`config.mk`:
```
export PLATFORM = sky130hd
export DESIGN_NAME = multicycle_seq
export DESIGN_NICKNAME = d
export VERILOG_FILES = /design/src/rtl/multicycle_seq.sv
export SDC_FILE = /design/constraint.sdc
export NUM_CORES = 1
export LEC_CHECK = 0
export BUFFER_PORTS_ARGS = -buffer_cell sky130_fd_sc_hd__buf_4
export CAP_MARGIN = 20
export CORE_ASPECT_RATIO = 0.8
export CORE_MARGIN = 2
export CORE_UTILIZATION = 51
export DETAILED_ROUTE_END_ITERATION = 8
export PLACE_DENSITY = 0.87
export SYNTH_ARGS = -nofsm -noshare
export SYNTH_HDL_FRONTEND = slang
export SYNTH_SLANG_ARGS = --single-unit
```
`constraint.sdc`:
```
create_clock -name clk -period 2.1 [get_ports clk]
set_input_delay 0.42 -clock clk [delete_from_list [all_inputs] [get_ports clk]]
set_output_delay 0.42 -clock clk [all_outputs]
set_load 0.03 [all_outputs]
```
`src/rtl/multicycle_seq.sv`:
```
// Control sequencer for a multicycle processor: walks FETCH/DECODE/EXEC/MEM/WB,
// drives the datapath enables for the current state and counts retired instructions.
module multicycle_seq (
  input  logic       clk,
  input  logic       rst,
  input  logic       run,
  input  logic [2:0] inst1,
  input  logic       inst2,
  input  logic       mem_ready,
  input  logic       beq_taken,
  output logic [2:0] state,
  output logic       memRead,
  output logic       memWrite,
  output logic       regWrite,
  output logic       irWrite,
  output logic       pcWrite,
  output logic       iorD,
  output logic [1:0] pcSrc,
  output logic [1:0] memToReg,
  output logic       done,
  output logic [7:0] retired
);

  typedef enum logic [2:0] {
    S_IDLE   = 3'd0,
    S_FETCH  = 3'd1,
    S_DECODE = 3'd2,
    S_EXEC   = 3'd3,
    S_MEM    = 3'd4,
    S_WB     = 3'd5
  } state_t;

  localparam logic [3:0] OP_LW  = 4'b1000;
  localparam logic [3:0] OP_SW  = 4'b1001;
  localparam logic [3:0] OP_JR  = 4'b1011;
  localparam logic [3:0] OP_BEQ = 4'b1100;
  localparam logic [3:0] OP_JAL = 4'b1110;

  // Opcodes that take the normal EXEC path (everything legal except jr/jal).
  function automatic logic needs_exec(input logic [3:0] op);
    logic res;
    case (op)
      4'b0001, 4'b0011, 4'b0100, 4'b0101,
      4'b0110, 4'b0111, 4'b1000, 4'b1001,
      4'b1010, 4'b1100: res = 1'b1;
      default:          res = 1'b0;
    endcase
    return res;
  endfunction

  state_t     state_r;
  state_t     state_s;
  state_t     retire_to_s;
  logic [3:0] opcode_r;
  logic [3:0] dec_op_s;
  logic [7:0] retired_r;

  assign dec_op_s    = {inst1, inst2};
  assign retire_to_s = run ? S_FETCH : S_IDLE;
  assign state       = state_r;
  assign retired     = retired_r;

  // Next-state and datapath enables; enables follow mem_ready/beq_taken in the same cycle.
  always_comb begin
    state_s  = state_r;
    memRead  = 1'b0;
    memWrite = 1'b0;
    regWrite = 1'b0;
    irWrite  = 1'b0;
    pcWrite  = 1'b0;
    iorD     = 1'b0;
    pcSrc    = 2'b00;
    memToReg = 2'b00;
    done     = 1'b0;
    case (state_r)
      S_IDLE: begin
        if (run) begin
          state_s = S_FETCH;
        end else begin
          state_s = S_IDLE;
        end
      end
      S_FETCH: begin
        memRead = 1'b1;
        iorD    = 1'b0;
        if (mem_ready) begin
          irWrite = 1'b1;
          pcWrite = 1'b1;
          pcSrc   = 2'b00;
          state_s = S_DECODE;
        end else begin
          state_s = S_FETCH;
        end
      end
      S_DECODE: begin
        // Decode looks at the live instruction register; later states use opcode_r.
        case (dec_op_s)
          OP_JR: begin
            pcWrite = 1'b1;
            pcSrc   = 2'b11;
            done    = 1'b1;
            state_s = retire_to_s;
          end
          OP_JAL: begin
            pcWrite  = 1'b1;
            pcSrc    = 2'b10;
            regWrite = 1'b1;
            memToReg = 2'b10;
            done     = 1'b1;
            state_s  = retire_to_s;
          end
          default: begin
            if (needs_exec(dec_op_s)) begin
              state_s = S_EXEC;
            end else begin
              done    = 1'b1;
              state_s = retire_to_s;
            end
          end
        endcase
      end
      S_EXEC: begin
        if (opcode_r == OP_BEQ) begin
          pcWrite = beq_taken;
          pcSrc   = 2'b01;
          done    = 1'b1;
          state_s = retire_to_s;
        end else if ((opcode_r == OP_LW) || (opcode_r == OP_SW)) begin
          state_s = S_MEM;
        end else begin
          state_s = S_WB;
        end
      end
      S_MEM: begin
        iorD = 1'b1;
        if (opcode_r == OP_LW) begin
          memRead = 1'b1;
        end else begin
          memWrite = 1'b1;
        end
        if (!mem_ready) begin
          state_s = S_MEM;
        end else if (opcode_r == OP_LW) begin
          state_s = S_WB;
        end else begin
          done    = 1'b1;
          state_s = retire_to_s;
        end
      end
      S_WB: begin
        regWrite = 1'b1;
        if (opcode_r == OP_LW) begin
          memToReg = 2'b01;
        end else begin
          memToReg = 2'b00;
        end
        done    = 1'b1;
        state_s = retire_to_s;
      end
      default: begin
        state_s = S_IDLE;
      end
    endcase
  end

  // State, latched opcode and retire counter.
  always_ff @(posedge clk) begin
    if (rst) begin
      state_r   <= S_IDLE;
      opcode_r  <= 4'd0;
      retired_r <= 8'd0;
    end else begin
      state_r <= state_s;
      if (state_r == S_DECODE) begin
        opcode_r <= dec_op_s;
      end
      if (done) begin
        retired_r <= retired_r + 8'd1;
      end
    end
  end

endmodule

```
### Word level (Yosys, flattened, before mapping)

Memories as Yosys holds them, arrays and structs flattened.
Cells that the tools add are included.

* equality and inequality tests: 10
* muxes and demuxes: 34
* $add $sub $neg: 1
* reductions and logical operators: 4

Operators with widths (number)
* $eq 4x4->1 const B: 5
* $mux 1: 19
* $mux 3: 5
* $pmux 3 s5: 1
* $pmux 2 s2: 3
* $add 8x1->8 const B: 1
* $eq 3x2->1 const B: 2
* $eq 3x3->1 const B: 2
* $mux 2: 2
* $pmux 1 s2: 2
* $pmux 1 s4: 1
* $reduce_or 2->1: 2
* $eq 3x1->1 const B: 1
* $logic_not 3->1: 1
* $pmux 1 s3: 1
* $logic_or 1x1->1: 1

* input bits: 9
* output and inout bits: 22
* ROM bits: 16
* register bits after elaboration: 15
* memories kept: 1

Memories
* (name not given): depth 16, bits a word 1, read ports 1, clocked after Yosys merged registers in 0, wr ports 0, line 42 `case (op)`

### Longest topological paths before layout

* depth after elaboration: 7
* mapped depth: 5

### Worst setup path after synthesis

OpenSTA, ideal clock, no wires.

* path type: register to output
* start: register state_r[1] (netlist: state[1])
* end: output port pcWrite
* path buffers: 1
* path slack: -0.459 ns
* arrival time: 2.139 ns
* stages on the path, launching flop included: 6
* cells stage by stage: dfxtp_1 -> buf_2 -> nor3b_4 -> nand3_1 -> a21oi_1 -> a211o_1

* cells in the longest elaborated chain, start to end: 2
* elaborated cells on any way between the ends: 4
* those cells by class: eq/ne: 3; mux: 1

Ends and longest elaborated chain
* start: declaration: line 51 `state_t state_r;`
* start signal: assignment: line 173 `state_r <= state_s;`
* $eq 3x2->1 or $eq 3x1->1 (tied branches): line 75 `case (state_r)`
* $pmux 1 s3 (*): line 75
* end: declaration: line 16 `output logic pcWrite,`

Every way passes the cells marked *; elsewhere a longest branch is shown, timed or not.

### Worst setup path after layout

Ends and elaborated chain as after synthesis.

==> results.txt <==
----------------------------------------------------
[Run status]
  Outcome ... completed

[Clock network]
  Maximum clock insertion buffer count ... 2
  Worst skew pair latency ... 290 ps
  Clk pin slew, worst setup/hold paths ... 90 ps
  Number of clock sinks seen by CTS ... 15
  TritonCTS buffer count ... 3
  TritonCTS clock tree ... yes
  CTS root buf ... sky130_fd_sc_hd__clkbuf_4
  Htree depth ... 1

[GRT]
  Met3 demand-to-capacity share in global routing ... 0.0597
  Antenna violations before repair ... 0
  Number of global-route vias before repair ... 1108
  Final global-route overflow total ... 0
  Global Route met1 Usage ... 0.343
  Wire length of the first global-routing pass ... 5.10 mm
  Met2 demand-to-capacity share in global routing ... 0.455
  Global routing usage summed across all routing layers ... 0.261
  Largest net degree at the start of global routing ... 23
  Most utilized layer in the global route result ... met2

[Timing]
  Worst Tran Pin Value ... 485 ps
  Max Transition Viols Final ... 0
  Final period util ... 0.975
  Final Hold Viols ... 0
  Time the final worst path needs with I/O delays and setup ... 2050 ps
  Worst slew margin relative to its limit ... 0.675
  Worst Skew ... 1.76 ps
  Total setup violations reported at the end of the flow ... 0
  RSZ-0062 raised after global routing ... true
  Worst hold margin ... 396 ps
  Maximum clock rate ... 0.488 GHz
  Worst-case setup margin in the final layout ... 52.1 ps

[Synthesis]
  Count of synthesis-stage warnings from yosys ... 0
  Top_reg_cell synth ... sky130_fd_sc_hd__dfxtp_1
  Synthesized netlist net count ... 147
  Fraction of the yosys area taken by sequential cells ... 0.275
  Average footprint of a synthesized cell ... 7.96 um2
  Number of library cell types mapped by synthesis ... 43
  Share of async-settable or async-resettable flops after synthesis ... 0
  Leading area contributor after synthesis ... sky130_fd_sc_hd__dfxtp_1
  Synth top area share ... 0.275
  Number of synthesized flops with an enable pin ... 0
  Top cells by area, synth ... sky130_fd_sc_hd__dfxtp_1 (28%), sky130_fd_sc_hd__nor2_1 (5.2%), sky130_fd_sc_hd__nand4_1 (4.6%), sky130_fd_sc_hd__o21ai_0 (4.1%), sky130_fd_sc_hd__a21oi_1 (3.7%)
  Synthesis-stage register bit count ... 15
  Synthesized cell area ... 1090 um2
  Synthesized instance count ... 137

[Worst setup path]
  Element type at the critical path end ... output pin
  Origin of the critical flop-to-flop path ... opcode_r[0]
  Cells traversed along the worst timing path ... nor3b_4 -> nand3_4 -> a21oi_4 -> a211o_4 -> buf_4
  Type of origin of the critical path ... register
  Worst setup path startpoint ... state[1]
  Data required time at the worst endpoint ... 1680 ps
  Critical Path Sink ... pcWrite
  R2R depth ... 5
  Data arrival at the endpoint of the critical path ... 1630 ps
  Slowest cell on crit path ... sky130_fd_sc_hd__dfxtp_4
  CP Max Fanout ... 12
  Stage delay of the slowest cell on the critical path ... 410 ps
  Capturing point of the worst reg2reg path ... retired[5]
  Setup slack on the worst flop-to-flop path ... 400 ps
  Critical path class ... reg2out

[Job]
  Max-cap violations ... 0

[Cells and area]
  Finished Cell Area ... 1460 um2
  Fraction of layout instances using a drive strength above 1 ... 0.355
  Diodes inserted ... 0
  Final core utilization ... 0.753
  Synthesis-to-finish area growth ... 34.2%
  Fin nets ... 183
  Footprint of the multi-input gates ... 803 um2
  Register Area ... 310 um2
  Filler cell count in the final layout ... 146

[Routing]
  DR WL/cell ... 16.0 um
  Number of nets still failing antenna checks after routing ... 0
  First-pass iteration count of the detailed router ... 6
  Via count ... 1231
  Final wirelength ... 3.14 mm
  Per-cell via count in the routed design ... 6.28
  Remaining routing DRC violations ... 0
  DRC marker count from the first detailed-route iteration ... 72

[Floorplan]
  Core area ... 1940 um2
  Initial standard-cell utilization of the core ... 0.561
  Width of the chip ... 55.7 um
  Die height ... 45.4 um
  Total die area ... 2530 um2
  Standard-cell rows ... 14
  Top-Level Pins ... 31

[Placed design]
  Worst slack after detailed placement ... 162 ps
  Final estimated routing congestion in global placement ... 0.865
  IO buf count ... 30
  Dpl cell area ... 1380 um2
  Dpl hpwl ... 2.27 mm

[Power and ir drop]
  Ratio of total power to cell area ... 494 nW/um2
  Static Leakage ... 0.597 nW
  Peak ir drop on the vdd network ... 0.622 mV

[Hold path]
  Worst Hold Class ... in2reg

----------------------------------------------------
==> what timing repair did <==
item,in CTS,in global routing
hold buffers,0,0
hold endpoints to repair,0,0
endpoints found under the setup margin,4,5
setup buffers,1,1
pin swaps,1,1
gates resized for setup,6,5
==> Yosys cell counts (all sizes together) (3+ instances only) <==
master and number:
nor3b 4, a21oi 8, nand2 6, nand3b 3
mux2i 4, nand2b 5, dfxtp 15, nor2 15
o21ai 9, buf 4, nor2b 6, o211ai 3
nand4 8, inv 3, nand3 8, or3b 3
nor3 4
==> worst min path at each step <==
stage	start	to	cells after the start
final	inst2	opcode_r[0]	3
after global routing	inst1[1]	opcode_r[2]	3
after CTS	inst1[0]	opcode_r[1]	3
after detailed placement	retired[1]	retired[1]	2
after global placement	retired[1]	retired[1]	2
after floorplan	opcode_r[3]	opcode_r[3]	2
==> kinds of logic after synthesis <==
family	Yosys count	synth area share
compound gates	36	0.230
fa+ha+maj	1	0.0115
buf+inv	9	0.0436
flops	15	0.275
mux	5	0.0470
simple gates	71	0.392
==> placed cells by master (no fill, tap or decap), types with 3 or more instances in the layout <==
master | netlist | layout
sky130_fd_sc_hd__nand2_1 | 6 | 6
sky130_fd_sc_hd__nand3b_1 | 3 | 3
sky130_fd_sc_hd__nor3_1 | 3 | 3
sky130_fd_sc_hd__inv_1 | 3 | 3
sky130_fd_sc_hd__buf_4 | 1 | 36
sky130_fd_sc_hd__nand3_1 | 8 | 7
sky130_fd_sc_hd__mux2i_1 | 4 | 4
sky130_fd_sc_hd__clkbuf_4 | 0 | 3
sky130_fd_sc_hd__dfxtp_1 | 15 | 11
sky130_fd_sc_hd__o211ai_1 | 3 | 3
sky130_fd_sc_hd__nor2_1 | 15 | 14
sky130_fd_sc_hd__a21oi_1 | 8 | 7
sky130_fd_sc_hd__nand4_1 | 8 | 8
sky130_fd_sc_hd__nor2b_1 | 6 | 6
sky130_fd_sc_hd__o21ai_0 | 9 | 7
sky130_fd_sc_hd__nand2b_1 | 5 | 5
==> report_power, final <==
part / switching, mW / internal [mW] / total [mW]
sequential: 0.0329 / 0.306 / 0.339
combinational: 0.121 / 0.0898 / 0.211
clock: 0.102 / 0.0711 / 0.173
total: 0.256 / 0.467 / 0.723
==> per-layer routing <==
metal  share of wire  routed length [um]
met5               0                   0
met4          0.0019                   6
met3           0.078                 246
met2            0.49                1550
met1            0.43                1340
==> final cells by class <==
type | count | share of cell area
Multi-Input combinational cell | 113 | 0.549
Sequential cell | 15 | 0.212
Timing Repair Buffer | 37 | 0.192
Tap cell | 24 | 0.0205
Clock buffer | 3 | 0.0154
Inverter | 3 | 0.00769
Clock inverter | 1 | 0.00342
==> critical path, delay by kind of cell (launching register included) <==
kind / cells / cell delay, ps
AOI/OAI and AO/OA: 2 / 270
buffers and inverters: 1 / 140
DFF: 1 / 410
and+or+nand+nor: 2 / 510
==> state kept, by name, summed over array words and instances, names as in the netlist <==
register and cells:
opcode_r 4, retired 8, state 3
==> through the flow <==
stage | total power, mW | cells | TNS, ps
finish | 0.723 | 196 | 0
global route | 0.756 | 196 | -15.9
CTS | 0.718 | 195 | 0
detailed placement | 0.547 | 190 | 0
global placement | 0.541 | 190 | 0
floorplan | 0.471 | 137 | 0
No activity file was read; power rests on OpenSTA's default activity.
